$ cat config.mk
export PLATFORM = sky130hd
export DESIGN_NAME = alu_issue_stage
export DESIGN_NICKNAME = d
export VERILOG_FILES = /design/src/rtl/riscv_pkg.sv /design/src/rtl/alu_ctrl_decode.sv /design/src/rtl/alu_issue_stage.sv
export SDC_FILE = /design/constraint.sdc
export NUM_CORES = 1
export LEC_CHECK = 0
export CORE_MARGIN = 2
export CORE_UTILIZATION = 51
export DETAILED_ROUTE_END_ITERATION = 16
export GPL_TIMING_DRIVEN = 0
export PLACE_DENSITY = 0.86
export SETUP_SLACK_MARGIN = 0.4
export SYNTH_ARGS = -nofsm -noshare
export SYNTH_HDL_FRONTEND = slang
export SYNTH_HIERARCHICAL = 1
export SYNTH_SLANG_ARGS = --single-unit
$ cat constraint.sdc
create_clock -name clk -period 4.4 [get_ports clk]
set_clock_uncertainty 0.05 [all_clocks]
set_input_delay 0.88 -clock clk [delete_from_list [all_inputs] [get_ports clk]]
set_output_delay 0.88 -clock clk [all_outputs]
set_load 0.03 [all_outputs]
$ cat src/rtl/riscv_pkg.sv
// riscv_pkg
// Shared RV32I decode definitions for the ID/EX issue path.
//   DATA_SIZE      : datapath width
//   CTRL_W         : ALU control code width
//   alu_op_t       : ALU operation codes exactly as the ALU consumes them
//   OPC_* / F3_* / F7_* : opcode, funct3 and funct7 encodings
//   issue_fields_t : every field the issue stage registers at the ID/EX boundary
package riscv_pkg;

  localparam int DATA_SIZE = 32;
  localparam int CTRL_W    = 4;

  typedef enum logic [CTRL_W-1:0] {
    ALU_LUI  = 4'd0,
    ALU_ADDR = 4'd1,
    ALU_ADD  = 4'd2,
    ALU_XOR  = 4'd3,
    ALU_OR   = 4'd4,
    ALU_AND  = 4'd5,
    ALU_SLL  = 4'd6,
    ALU_SRL  = 4'd7,
    ALU_SRA  = 4'd8,
    ALU_SUB  = 4'd9,
    ALU_SLT  = 4'd10,
    ALU_SLTU = 4'd11
  } alu_op_t;

  localparam logic [6:0] OPC_LUI   = 7'b0110111;
  localparam logic [6:0] OPC_LOAD  = 7'b0000011;
  localparam logic [6:0] OPC_STORE = 7'b0100011;
  localparam logic [6:0] OPC_OPIMM = 7'b0010011;
  localparam logic [6:0] OPC_OP    = 7'b0110011;

  // Arithmetic funct3 values (shared by OP and OP-IMM)
  localparam logic [2:0] F3_ADD_SUB = 3'b000;
  localparam logic [2:0] F3_SLL     = 3'b001;
  localparam logic [2:0] F3_SLT     = 3'b010;
  localparam logic [2:0] F3_SLTU    = 3'b011;
  localparam logic [2:0] F3_XOR     = 3'b100;
  localparam logic [2:0] F3_SRL_SRA = 3'b101;
  localparam logic [2:0] F3_OR      = 3'b110;
  localparam logic [2:0] F3_AND     = 3'b111;

  // Memory access funct3 values
  localparam logic [2:0] F3_B  = 3'b000;
  localparam logic [2:0] F3_H  = 3'b001;
  localparam logic [2:0] F3_W  = 3'b010;
  localparam logic [2:0] F3_BU = 3'b100;
  localparam logic [2:0] F3_HU = 3'b101;

  localparam logic [6:0] F7_BASE = 7'b0000000;
  localparam logic [6:0] F7_ALT  = 7'b0100000;

  typedef struct packed {
    logic [DATA_SIZE-1:0] alu_a;
    logic [DATA_SIZE-1:0] alu_b;
    alu_op_t              alu_control;
    logic [4:0]           rd_addr;
    logic                 reg_write;
    logic                 mem_read;
    logic                 mem_write;
    logic [2:0]           mem_size;
    logic [DATA_SIZE-1:0] store_data;
    logic                 illegal;
  } issue_fields_t;

  // Sign-extend a 12-bit immediate to the datapath width
  function automatic logic [DATA_SIZE-1:0] sext12(input logic [11:0] imm);
    return {{(DATA_SIZE-12){imm[11]}}, imm};
  endfunction

endpackage

$ cat src/rtl/alu_ctrl_decode.sv
// alu_ctrl_decode
// Purely combinational RV32I decoder for the ALU issue path.
//   instr    (in)  : fetched instruction
//   rs1_data (in)  : rs1 register value
//   rs2_data (in)  : rs2 register value
//   fields   (out) : ALU code, A/B operands and EX/MEM/WB side-band fields
module alu_ctrl_decode
  import riscv_pkg::*;
(
  input  logic [31:0]          instr,
  input  logic [DATA_SIZE-1:0] rs1_data,
  input  logic [DATA_SIZE-1:0] rs2_data,
  output issue_fields_t        fields
);

  logic [6:0] opcode;
  logic [2:0] funct3;
  logic [6:0] funct7;
  logic [4:0] rd;
  logic [DATA_SIZE-1:0] i_imm;
  logic [DATA_SIZE-1:0] s_imm;

  assign opcode = instr[6:0];
  assign rd     = instr[11:7];
  assign funct3 = instr[14:12];
  assign funct7 = instr[31:25];
  assign i_imm  = sext12(instr[31:20]);
  assign s_imm  = sext12({instr[31:25], instr[11:7]});

  // Decode opcode/funct3/funct7 into the ALU code and operands. Any
  // encoding not recognised falls through with legal=0 and is then
  // rewritten into the canonical illegal beat below, so the ALU sees a
  // harmless ADD of zeros and nothing downstream gets enabled.
  always_comb begin
    logic                 legal;
    logic                 rw;
    alu_op_t              op;
    logic [DATA_SIZE-1:0] a;
    logic [DATA_SIZE-1:0] b;

    legal  = 1'b0;
    rw     = 1'b0;
    op     = ALU_ADD;
    a      = '0;
    b      = '0;
    fields = '0;
    fields.alu_control = ALU_ADD;
    fields.rd_addr     = rd;

    case (opcode)
      OPC_LUI: begin
        legal = 1'b1;
        op    = ALU_LUI;
        b     = {12'b0, instr[31:12]};
        rw    = 1'b1;
      end
      OPC_LOAD: begin
        legal = (funct3 == F3_B) || (funct3 == F3_H) || (funct3 == F3_W) ||
                (funct3 == F3_BU) || (funct3 == F3_HU);
        op    = ALU_ADDR;
        a     = rs1_data;
        b     = i_imm;
        rw    = 1'b1;
        fields.mem_read = 1'b1;
        fields.mem_size = funct3;
      end
      OPC_STORE: begin
        legal = (funct3 == F3_B) || (funct3 == F3_H) || (funct3 == F3_W);
        op    = ALU_ADDR;
        a     = rs1_data;
        b     = s_imm;
        fields.mem_write  = 1'b1;
        fields.mem_size   = funct3;
        fields.store_data = rs2_data;
      end
      OPC_OPIMM: begin
        a     = rs1_data;
        b     = i_imm;
        rw    = 1'b1;
        legal = 1'b1;
        case (funct3)
          F3_ADD_SUB: op = ALU_ADD;
          F3_SLT:     op = ALU_SLT;
          F3_SLTU:    op = ALU_SLTU;
          F3_XOR:     op = ALU_XOR;
          F3_OR:      op = ALU_OR;
          F3_AND:     op = ALU_AND;
          F3_SLL: begin
            op    = ALU_SLL;
            b     = {27'b0, instr[24:20]};
            legal = (funct7 == F7_BASE);
          end
          default: begin
            op    = (funct7 == F7_ALT) ? ALU_SRA : ALU_SRL;
            b     = {27'b0, instr[24:20]};
            legal = (funct7 == F7_BASE) || (funct7 == F7_ALT);
          end
        endcase
      end
      OPC_OP: begin
        a  = rs1_data;
        b  = rs2_data;
        rw = 1'b1;
        // Only ADD/SUB and SRL/SRA accept the alternate funct7
        legal = (funct7 == F7_BASE) ||
                ((funct7 == F7_ALT) &&
                 ((funct3 == F3_ADD_SUB) || (funct3 == F3_SRL_SRA)));
        case (funct3)
          F3_ADD_SUB: op = (funct7 == F7_ALT) ? ALU_SUB : ALU_ADD;
          F3_SLT:     op = ALU_SLT;
          F3_SLTU:    op = ALU_SLTU;
          F3_XOR:     op = ALU_XOR;
          F3_OR:      op = ALU_OR;
          F3_AND:     op = ALU_AND;
          F3_SLL: begin
            op = ALU_SLL;
            b  = {27'b0, rs2_data[4:0]};
          end
          default: begin
            op = (funct7 == F7_ALT) ? ALU_SRA : ALU_SRL;
            b  = {27'b0, rs2_data[4:0]};
          end
        endcase
      end
      default: legal = 1'b0;
    endcase

    if (legal) begin
      fields.alu_control = op;
      fields.alu_a       = a;
      fields.alu_b       = b;
      fields.reg_write   = rw && (rd != 5'd0);
    end else begin
      fields.alu_control = ALU_ADD;
      fields.alu_a       = '0;
      fields.alu_b       = '0;
      fields.reg_write   = 1'b0;
      fields.mem_read    = 1'b0;
      fields.mem_write   = 1'b0;
      fields.mem_size    = '0;
      fields.store_data  = '0;
      fields.illegal     = 1'b1;
    end
  end

endmodule

$ cat src/rtl/alu_issue_stage.sv
// alu_issue_stage
// One-entry valid/ready pipeline register at the ID/EX boundary that
// issues decoded RV32I beats to the ALU.
//   clk, rst            : clock, synchronous active-high reset
//   in_valid/in_ready   : upstream handshake
//   instr, rs1/rs2_data : instruction and its register operands
//   flush               : drop the held beat and any beat offered this cycle
//   out_valid/out_ready : downstream (EX) handshake
//   alu_a/alu_b/alu_control, rd_addr, reg_write, mem_read, mem_write,
//   mem_size, store_data, illegal : registered issue fields
module alu_issue_stage
  import riscv_pkg::*;
(
  input  logic                 clk,
  input  logic                 rst,
  input  logic                 in_valid,
  output logic                 in_ready,
  input  logic [31:0]          instr,
  input  logic [DATA_SIZE-1:0] rs1_data,
  input  logic [DATA_SIZE-1:0] rs2_data,
  input  logic                 flush,
  output logic                 out_valid,
  input  logic                 out_ready,
  output logic [DATA_SIZE-1:0] alu_a,
  output logic [DATA_SIZE-1:0] alu_b,
  output logic [CTRL_W-1:0]    alu_control,
  output logic [4:0]           rd_addr,
  output logic                 reg_write,
  output logic                 mem_read,
  output logic                 mem_write,
  output logic [2:0]           mem_size,
  output logic [DATA_SIZE-1:0] store_data,
  output logic                 illegal
);

  issue_fields_t decoded;
  issue_fields_t held;

  alu_ctrl_decode u_decode (
    .instr    (instr),
    .rs1_data (rs1_data),
    .rs2_data (rs2_data),
    .fields   (decoded)
  );

  // The slot is free when empty or when its beat leaves this cycle
  assign in_ready = !out_valid || out_ready;

  // Reset wins over flush, flush wins over accept. The held data is only
  // rewritten on a real accept so a stalled beat stays bit-stable; a
  // flush clears just the valid bit.
  always_ff @(posedge clk) begin
    if (rst) begin
      out_valid <= 1'b0;
      held      <= '0;
    end else if (flush) begin
      out_valid <= 1'b0;
    end else if (in_ready) begin
      out_valid <= in_valid;
      if (in_valid) begin
        held <= decoded;
      end
    end
  end

  assign alu_a       = held.alu_a;
  assign alu_b       = held.alu_b;
  assign alu_control = held.alu_control;
  assign rd_addr     = held.rd_addr;
  assign reg_write   = held.reg_write;
  assign mem_read    = held.mem_read;
  assign mem_write   = held.mem_write;
  assign mem_size    = held.mem_size;
  assign store_data  = held.store_data;
  assign illegal     = held.illegal;

endmodule

==> metrics.md <==
| Metric | Value |
|---|---|
| Status | complete, no violations |
| Worst reg2reg startpoint | out_valid |
| Clk buf depth | 2 |
| Drt pass-1 iters | 6 |
| Port Buffers | between 200 and 250 |
| Final setup margin | just over 0.9 ns |
| FP Rows | between 40 and 50 |
| Final ANT Viol Nets | 0 |
| Synth Flop Type | dfxtp_1 |
| Crit-path slowest cell | nor4b_2 |
| First-pass GRT wire length | 31300 um |
| Total power | around 2800 uW |
| Crit end category | flop |
| CP Launch Type | input pin |
| Detailed-route via count | 5938 |
| Synth unique cells | 50 |
| CTS tree | done |
| Post-synth EDFFs | 0 |
| Antenna violations before repair | 0 |
| Clock Latency Late Sink | a little over 0.4 ns |
| Slowest cell delay on critical path | between 0.6 and 0.7 ns |
| Commonest non-fill, non-tap cell in the layout | nand2b_1 |
| Number of max-cap violations | 0 |
| Worst hold path class | flop to flop |
| Final Max Slew Viols | 0 |
| Largest net degree at the start of global routing | 17 |
| Vias in the first global route | roughly 6000 |
| Vias per cell | approximately 5.2 |
| Top post-synthesis cells by area | dfxtp_1 (34%), nand2b_1 (21%), mux2i_1 (18%) |
| FILL cells | 980 |
| RD Place Congestion | between 0.9 and 1 |
| Post_cts resized | 0 |
| DR iter-0 viols | 441 |
| Yosys warns | 6 |
| # IOs | 215 |
| Total gr overflow | 0 |
| Crit path max fanout | 10 |
| Total GRT Usage | around 28% |
| Final hold viol count | 0 |
| Core ar. | ~0.013 mm^2 |
| Starting Density | a little over half |
| WP buf/inv | 2 |
| Fraction of layout cells with a size suffix above 1 | between 10% and 20% |
| Sequential share of the synthesized area | approximately a third |
| DIE HEIGHT | roughly 120 um |
| Worst VDD drop | around 0.00019 V |
| CTS Hold Buffers Added | 0 |
| Critical path startpoint | instr[3] |
| Fmax | slightly below 300 MHz |
| Post-synth top area share | about a third |
| CP required | around 4.7 ns |
| Yosys top cell by area | dfxtp_1 |
| Residual DRC | 0 |
| Post-Syn Nets | around 830 |
| Unrepaired setup endpoints after global routing | false |
| Clock edge transition at the registers on the reported setup and hold paths | approximately 0.05 ns |
| TNS Setup | 0 ns |
| Cell area after synthesis | about 0.0067 mm^2 |
| Die W | roughly 120 um |
| Mean routed wirelength per cell | about 17 um |
| Worst Hold Launch | alu_a[4] |
| WL final | 19500 um |
| Inserted Diodes | 0 |
| Nets | roughly 1100 |
| Syn Inst Count | around 730 |
| Crit path cell chain | clkdlybuf4s50_1, nand4bb_1, nor2_1, nor4b_2, clkbuf_1, and2_1, nand2b_1, mux2i_1 |
| Post-DP HPWL | approximately 14000 um |
| Setup violators final | 0 |
| Final worst path period need | ~3.5 ns |
| Num CTS Buffers | 17 |
| Avg Inst Size Synth | 9.18 um^2 |
| Async SR Flop Fraction | 0% |
| Largest delay contributor family on the critical path | simple AND/OR/NAND/NOR gates |
| CTS root buf | clkbuf_16 |
| Post-CTS Setup Inserts | 0 |
| Least-Margin Pin Slew | approximately 0.83 ns |
| Die ar. | around 0.014 mm^2 |
| CTS Sinks | ~110 |
| WS Path Type | input pin to flop |
| Relative slew slack | 44.9% |
| P_leak | approximately 0.0034 uW |
| Flop and latch count out of synthesis | 113 |
| Worst path arrival time | roughly 3.7 ns |
| Power Density | between 200 and 300 mW/mm^2 |
| Most frequent cells in the layout | nand2b_1 (226), clkdlybuf4s50_1 (209), mux2i_1 (117) |
| Htree depth | 4 |
| Layout area overhead | 44.0% |
| Fin crit share | between 70 and 80% |
| Worst slack at placement | roughly 0.55 ns |
## report_power, final
part	leakage, uW	switching (uW)	internal, uW
registers	0.000911	2.56	1030
clock network	0.000283	505	940
logic	0.00220	168	186
## layout make-up
class | count | area, um^2 | area share (%)
clock inverters | 15 | 193 | 2.01
plain buffers | 69 | 443 | 4.62
clock buffers | 17 | 425 | 4.44
repair buffers | 209 | 2090 | 21.8
well taps | 172 | 215 | 2.25
flip-flops and latches | 113 | 2260 | 23.6
inverters | 4 | 15.0 | 0.157
multi-input cells | 539 | 3930 | 41.1
## Yosys cell counts (all sizes together), types with 2 or more instances
cell	instances
nand2b	226
mux2i	117
dfxtp	113
clkbuf	41
and3	36
and2	33
nor2	30
buf	28
a21oi	24
nand2	15
a22oi	9
nor3	7
a222oi	6
a221oi	5
inv	4
o21ai	4
nor2b	3
a31oi	2
nor3b	2
nor4b	2
o21a	2
o22ai	2
or4	2
## through the flow
step           hold WS [ns]  std cells  area, um^2  util, %
2_1_floorplan         0.546        725        6650        -
3_3_place_gp          0.407       1106        8960     70.7
3_5_place_dp          0.411       1106        8960     70.7
4_1_cts               0.424       1138        9580     75.6
5_1_grt               0.436       1138        9580     75.6
6_report              0.422       1138        9580     75.6
## kinds of logic after synthesis
logic type / after synthesis / synth area share (%)
DFF: 113 / 34.0
AOI/OAI and AO/OA: 60 / 7.33
buffers and inverters: 73 / 6.88
muxes: 117 / 17.6
and+or+nand+nor: 361 / 34.1
xor gates and xnor gates: 1 / 0.132
## final timing paths
path / slack [ns] / depth (start not counted) / to
hold / removal: 0.42 / 2 / alu_a[4]
setup / recovery: 0.93 / 8 / store_data[18]
hold reg to reg: 0.42 / 2 / alu_a[4]
setup reg to reg: 2.85 / 6 / store_data[18]
## registers in the layout, indices dropped and copies added, names as in the netlist
name         count
reg_write        1
illegal          1
mem_write        1
alu_a           32
rd_addr          5
mem_size         3
mem_read         1
store_data      32
out_valid        1
alu_b           32
alu_control      4
## layer usage
layer | GRT usage (%) | share of wire (%) | vias up
li1 | - | - | 2896
met1 | 35.0 | 42 | 2754
met2 | 46.4 | 47 | 260
met3 | 7.96 | 8.4 | 28
met4 | 9.11 | 1.8 | 0
met5 | 0 | 0 | -
## worst min-delay path, delay by kind of cell, from the launching register on
family	cells	cell delay [ns]
DFF	1	0.31
and+or+nand+nor	1	0.06
muxes	1	0.06
(Power assumes the default switching activity.)
